[config.mk]
export PLATFORM = sky130hd
export DESIGN_NAME = scratchpad_arbiter
export DESIGN_NICKNAME = d
export VERILOG_FILES = /design/src/rtl/scratchpad_arbiter.sv
export SDC_FILE = /design/constraint.sdc
export NUM_CORES = 1
export LEC_CHECK = 0
export CAP_MARGIN = 15
export CORE_ASPECT_RATIO = 1.25
export CORE_MARGIN = 2
export CORE_UTILIZATION = 35
export DETAILED_ROUTE_END_ITERATION = 7
export MAX_ROUTING_LAYER = met4
export PLACE_DENSITY = 0.69
export RECOVER_POWER = 50
export SLEW_MARGIN = 20
export SYNTH_ARGS = -nofsm -noshare
export SYNTH_HDL_FRONTEND = slang
export SYNTH_SLANG_ARGS = --single-unit
[constraint.sdc]
create_clock -name clk -period 4.1 [get_ports clk]
set_input_delay 0.615 -clock clk [delete_from_list [all_inputs] [get_ports clk]]
set_output_delay 0.615 -clock clk [all_outputs]
set_load 0.02 [all_outputs]
[src/rtl/scratchpad_arbiter.sv]
// scratchpad_arbiter
//   Shares one single-port scratchpad RAM between NREQ burst requesters.
//   Requesters are granted round-robin; a granted burst owns the RAM port until
//   its final beat. The block generates sequential addresses and drives the RAM
//   port. It returns read data one cycle after each address, tagged to the
//   requester that owned the burst.
//
// Ports
//   clk        system clock, rising edge
//   rst        asynchronous reset, active-low
//   req_valid  per-requester command valid (held until req_ready)
//   req_ready  one-hot command accept, combinational, IDLE only
//   req_we     per-requester command type (1 = write burst)
//   req_addr   per-requester burst start address (slice i = requester i)
//   req_len    per-requester beats minus one
//   wdata      per-requester write byte
//   wvalid     per-requester write byte valid
//   wready     one-hot, owner of an active write burst
//   rdata      read byte, qualified by rvalid
//   rvalid     one-hot read strobe to the owner of the read burst
//   busy       high while a burst owns the port
//   mem_wen    RAM write enable
//   mem_addr   RAM address
//   mem_din    RAM write data
//   mem_dout   RAM read data, one cycle after mem_addr
module scratchpad_arbiter #(
  parameter int NREQ = 2,
  parameter int AW   = 16,
  parameter int DW   = 8,
  parameter int LW   = 8
) (
  input  logic               clk,
  input  logic               rst,
  input  logic [NREQ-1:0]    req_valid,
  output logic [NREQ-1:0]    req_ready,
  input  logic [NREQ-1:0]    req_we,
  input  logic [NREQ*AW-1:0] req_addr,
  input  logic [NREQ*LW-1:0] req_len,
  input  logic [NREQ*DW-1:0] wdata,
  input  logic [NREQ-1:0]    wvalid,
  output logic [NREQ-1:0]    wready,
  output logic [DW-1:0]      rdata,
  output logic [NREQ-1:0]    rvalid,
  output logic               busy,
  output logic               mem_wen,
  output logic [AW-1:0]      mem_addr,
  output logic [DW-1:0]      mem_din,
  input  logic [DW-1:0]      mem_dout
);

  localparam int IW = (NREQ > 1) ? $clog2(NREQ) : 1;

  typedef enum logic {IDLE, BURST} state_t;

  state_t          state_q, state_d;
  logic [IW-1:0]   rr_ptr_q;
  logic [IW-1:0]   owner_q;
  logic [IW-1:0]   winner;
  logic [IW-1:0]   idx;
  logic            grant_any;
  logic            we_q;
  logic [AW-1:0]   cur_addr_q;
  logic [AW-1:0]   addr_hold_q;
  logic [LW-1:0]   len_q;
  logic [LW-1:0]   beat_q;
  logic            beat_adv;
  logic            last_beat;
  logic [NREQ-1:0] own_oh;
  logic            rd_vld_p1;
  logic [IW-1:0]   rd_own_p1;

  // Round-robin scan starting one past the previous winner.
  always_comb begin
    winner    = '0;
    grant_any = 1'b0;
    idx       = '0;
    for (int k = 1; k <= NREQ; k++) begin
      idx = IW'((int'(rr_ptr_q) + k) % NREQ);
      if (!grant_any && req_valid[idx]) begin
        grant_any = 1'b1;
        winner    = idx;
      end
    end
  end

  assign busy      = (state_q == BURST);
  assign own_oh    = NREQ'(1) << owner_q;
  // Reads advance every cycle; writes only when the owner's byte is present.
  assign beat_adv  = busy && (!we_q || wvalid[owner_q]);
  assign last_beat = (beat_q == len_q);

  always_comb begin
    state_d   = state_q;
    req_ready = '0;
    case (state_q)
      IDLE: begin
        if (grant_any) begin
          // IDLE is also the reset state; gating with rst keeps req_ready low
          // while reset is held.
          req_ready[winner] = rst;
          state_d           = BURST;
        end
      end
      BURST: begin
        if (beat_adv && last_beat) state_d = IDLE;
      end
      default: state_d = IDLE;
    endcase
  end

  // RAM port: combinational from state so reset drops mem_wen immediately.
  assign wready   = (busy && we_q) ? own_oh : '0;
  assign mem_wen  = busy && we_q && wvalid[owner_q];
  assign mem_din  = (busy && we_q) ? wdata[int'(owner_q)*DW +: DW] : '0;
  assign mem_addr = busy ? cur_addr_q : addr_hold_q;

  always_ff @(posedge clk or negedge rst) begin
    if (!rst) begin
      state_q     <= IDLE;
      rr_ptr_q    <= IW'(NREQ - 1);
      owner_q     <= '0;
      we_q        <= 1'b0;
      cur_addr_q  <= '0;
      addr_hold_q <= '0;
      len_q       <= '0;
      beat_q      <= '0;
      rd_vld_p1   <= 1'b0;
      rd_own_p1   <= '0;
    end else begin
      state_q <= state_d;
      if (state_q == IDLE && grant_any) begin
        rr_ptr_q   <= winner;
        owner_q    <= winner;
        we_q       <= req_we[winner];
        cur_addr_q <= req_addr[int'(winner)*AW +: AW];
        len_q      <= req_len[int'(winner)*LW +: LW];
        beat_q     <= '0;
      end else if (beat_adv) begin
        // addr_hold_q keeps the last issued address visible once back in IDLE.
        addr_hold_q <= cur_addr_q;
        cur_addr_q  <= cur_addr_q + AW'(1);
        beat_q      <= beat_q + LW'(1);
      end
      // ---- stage p1: read beat flag, aligned with registered RAM output ----
      // The owner is captured here so a final beat returned during a new grant
      // stays tagged to the old owner.
      rd_vld_p1 <= busy && !we_q;
      rd_own_p1 <= owner_q;
    end
  end

  assign rvalid = rd_vld_p1 ? (NREQ'(1) << rd_own_p1) : '0;
  assign rdata  = rd_vld_p1 ? mem_dout : '0;

endmodule

==> reports/qor.yml <==
antenna_found_initial: 0
via_per_inst: 5.18
dpl.hpwl_mm: 6.70
io_pins: 120
multi_input_area_mm2: 0.00174
core.rowCount: 39
wirelength_mm: 9.31
synth-main-ff-cell: "dfrtp_1"
synthTopCellsByArea: "dfrtp_1 (41%), nand2_1 (11%), mux2_2 (7.0%)"
vias: 3136
utilization: 0.520
timing.final.crit_share: 0.798
cts.sinks: 54
rrSetupSlack_ps: 1210
rr_startpoint: "owner_q"
yosysWarnings: 0
drv_cap: 3
worstHoldStart: "addr_hold_q[5]"
fp.dieW_um: 89.8
path_class: "primary input to flip-flop"
vdd.ir_drop.worst_uv: 281
synth_top_cell_area_share: 0.411
mostFrequentLayoutCells: "clkdlybuf4s50_1 (116), nand2_1 (95), dfrtp_1 (53), nor2_1 (22), mux2_2 (20)"
powerDensity_mw_per_mm2: 701
crit_fanout: 42
cts_setup_buffers: 0
worst-slew-pin-transition_ps: 1880
violations: "max-capacitance violations, max-slew violations"
place_area_mm2: 0.00452
fmax_mhz: 306
fillers: 862
cts-root-buf: "clkbuf_16"
ys_types: 49
r2r_cells: 5
end_kind: "flip-flop"
preCtsSetupSlack_ps: 1220
worstPathArrival_ps: 3460
cts_buffer_depth: 2
crit_chain: "dlygate4sd3_1 > mux2_1 > o21ai_0 > clkbuf_1 > nor2_1 > a311oi_1"
first_pass_iters: 4
hold_buffers: 0
htree_levels: 2
grt_pass1_vias: 3275
die-area_mm2: 0.0100
grt_start_max_net_pins: 44
finalInstanceArea_mm2: 0.00469
path_clk_slew_ps: 70
die_h_um: 111
ys_ff_latch: 54
crit_path_end: "cur_addr_q[9]"
status: "finished with violations"
ys_seq_area_frac: 0.420
drv_slew: 121
required_ps: 4290
gp_congestion: 0.771
track_usage: 0.195
drtAntennaViolNets: 0
synth_area_leader_cell: "dfrtp_1"
syn_inst: 371
finalNetCount: 563
syn-num-nets: 453
synth.cell_area_mm2: 0.00322
synth.avg_cell_area_um2: 8.69
core_mm2: 0.00903
hold_viol: 0
drc: 0
numCtsBuffers: 5
startpoint: "wvalid[1]"
tns_ps: 0
rsz0062_at_grt: "no"
skew_ps: 7.41
fin_crit_ps: 3270
cts_resized: 0
num_antenna_cells: 0
whs_ps: 474
regArea_mm2: 0.00135
dr.first_iter.drc_count: 114
hold_class: "flip-flop to flip-flop"
cts_tree: "done"
leakagePower_nw: 1.97
async_flop_share: 1.00
max_stage_delay_ps: 1270
slew-limit-headroom: -0.252
mostFrequentLayoutCell: "clkdlybuf4s50_1"
layout-drive-gt1-share: 0.0788
layout_setup_ws_ps: 830
clock_latency_ps: 290
setup_viol: 0
synth_edf_count: 0
start_kind: "primary input"
reg2reg_to: "cur_addr_q[9]"
initial_utilization: 0.357
grt_pass1_wl_mm: 15.6
wl_per_cell_um: 15.4
syn_to_final_growth_pct: 45.6
port_buffers: 119
crit_slowest_cell: "clkbuf_1"
gr-total-overflow: 0
cells in the mapped netlist, drive strengths merged (2+ instances only):
cell type and count:
o31ai 7, mux2 21, or4 6, nand3 8, xnor2 12, a31oi 15
a22o 8, a21oi 9, and3 18, ha 2, and2 11, a211oi 4
a311oi 4, o211ai 5, dfrtp 53, o21bai 2, nor2 22, buf 15
mux2i 4, nand2 95, inv 5, nand4 6, o21ai 7, nor2b 2
clkbuf 10
worst min path at each step:
stage	depth (start not counted)	end	slack [ps]
final	2	addr_hold_q[5]	470
after global routing	2	addr_hold_q[10]	500
after CTS	1	len_q[3]	310
after detailed placement	2	addr_hold_q[5]	460
after global placement	2	addr_hold_q[2]	450
after floorplan	0	addr_hold_q[0]	320
cell families (layout without fill, tap and decap cells):
group / count (synthesis) / after routing / synth area share
simple gates: 174 / 174 / 0.247
compound gates: 73 / 73 / 0.161
flops: 54 / 54 / 0.420
buf+inv: 30 / 141 / 0.0419
mux: 25 / 25 / 0.0870
xor+xnor: 13 / 13 / 0.0353
fa+ha+maj: 2 / 2 / 0.00776
worst max-delay path: cells and delay by family:
family / cells / cell delay [ps]
AO/OA/AOI/OAI: 2 / 490
buffers and inverters: 2 / 1820
multiplexers: 1 / 330
AND/OR/NAND/NOR: 1 / 180
registers in the layout (all words and copies together) (netlist names):
| register | flops |
|---|---|
| cur_addr_q | 16 |
| beat_q | 8 |
| busy | 1 |
| we_q | 1 |
| rr_ptr_q | 1 |
| rd_own_p1 | 1 |
| addr_hold_q | 16 |
| owner_q | 1 |
| rd_vld_p1 | 1 |
| len_q | 8 |
layer usage:
layer | share of wire | GRT usage | up-vias
li1 | - | - | 1534
met1 | 0.40 | 0.224 | 1491
met2 | 0.54 | 0.347 | 100
met3 | 0.051 | 0.0360 | 11
met4 | 0.014 | 0.0564 | 0
met5 | 0 | - | -
area by class of cell:
type / instances / share of cell area
multi-input combinational: 287 / 0.370
sequential: 54 / 0.288
timing repair buffer: 128 / 0.264
tap: 123 / 0.0328
clock buffer: 5 / 0.0267
clock inverter: 3 / 0.0147
inverter: 5 / 0.00400
power by group:
group          internal, W  switching [W]  leakage, nW
clock network     0.000351       0.000194       0.0940
registers         0.000796       0.000263        0.635
logic             0.000818       0.000866         1.24
per-stage QoR:
step           total power [W]  instances
5_1_grt                0.00354        605
4_1_cts                0.00334        605
3_3_place_gp           0.00272        597
6_report               0.00329        605
3_5_place_dp           0.00277        597
2_1_floorplan          0.00210        371
No activity file was read; power rests on OpenSTA's default activity.
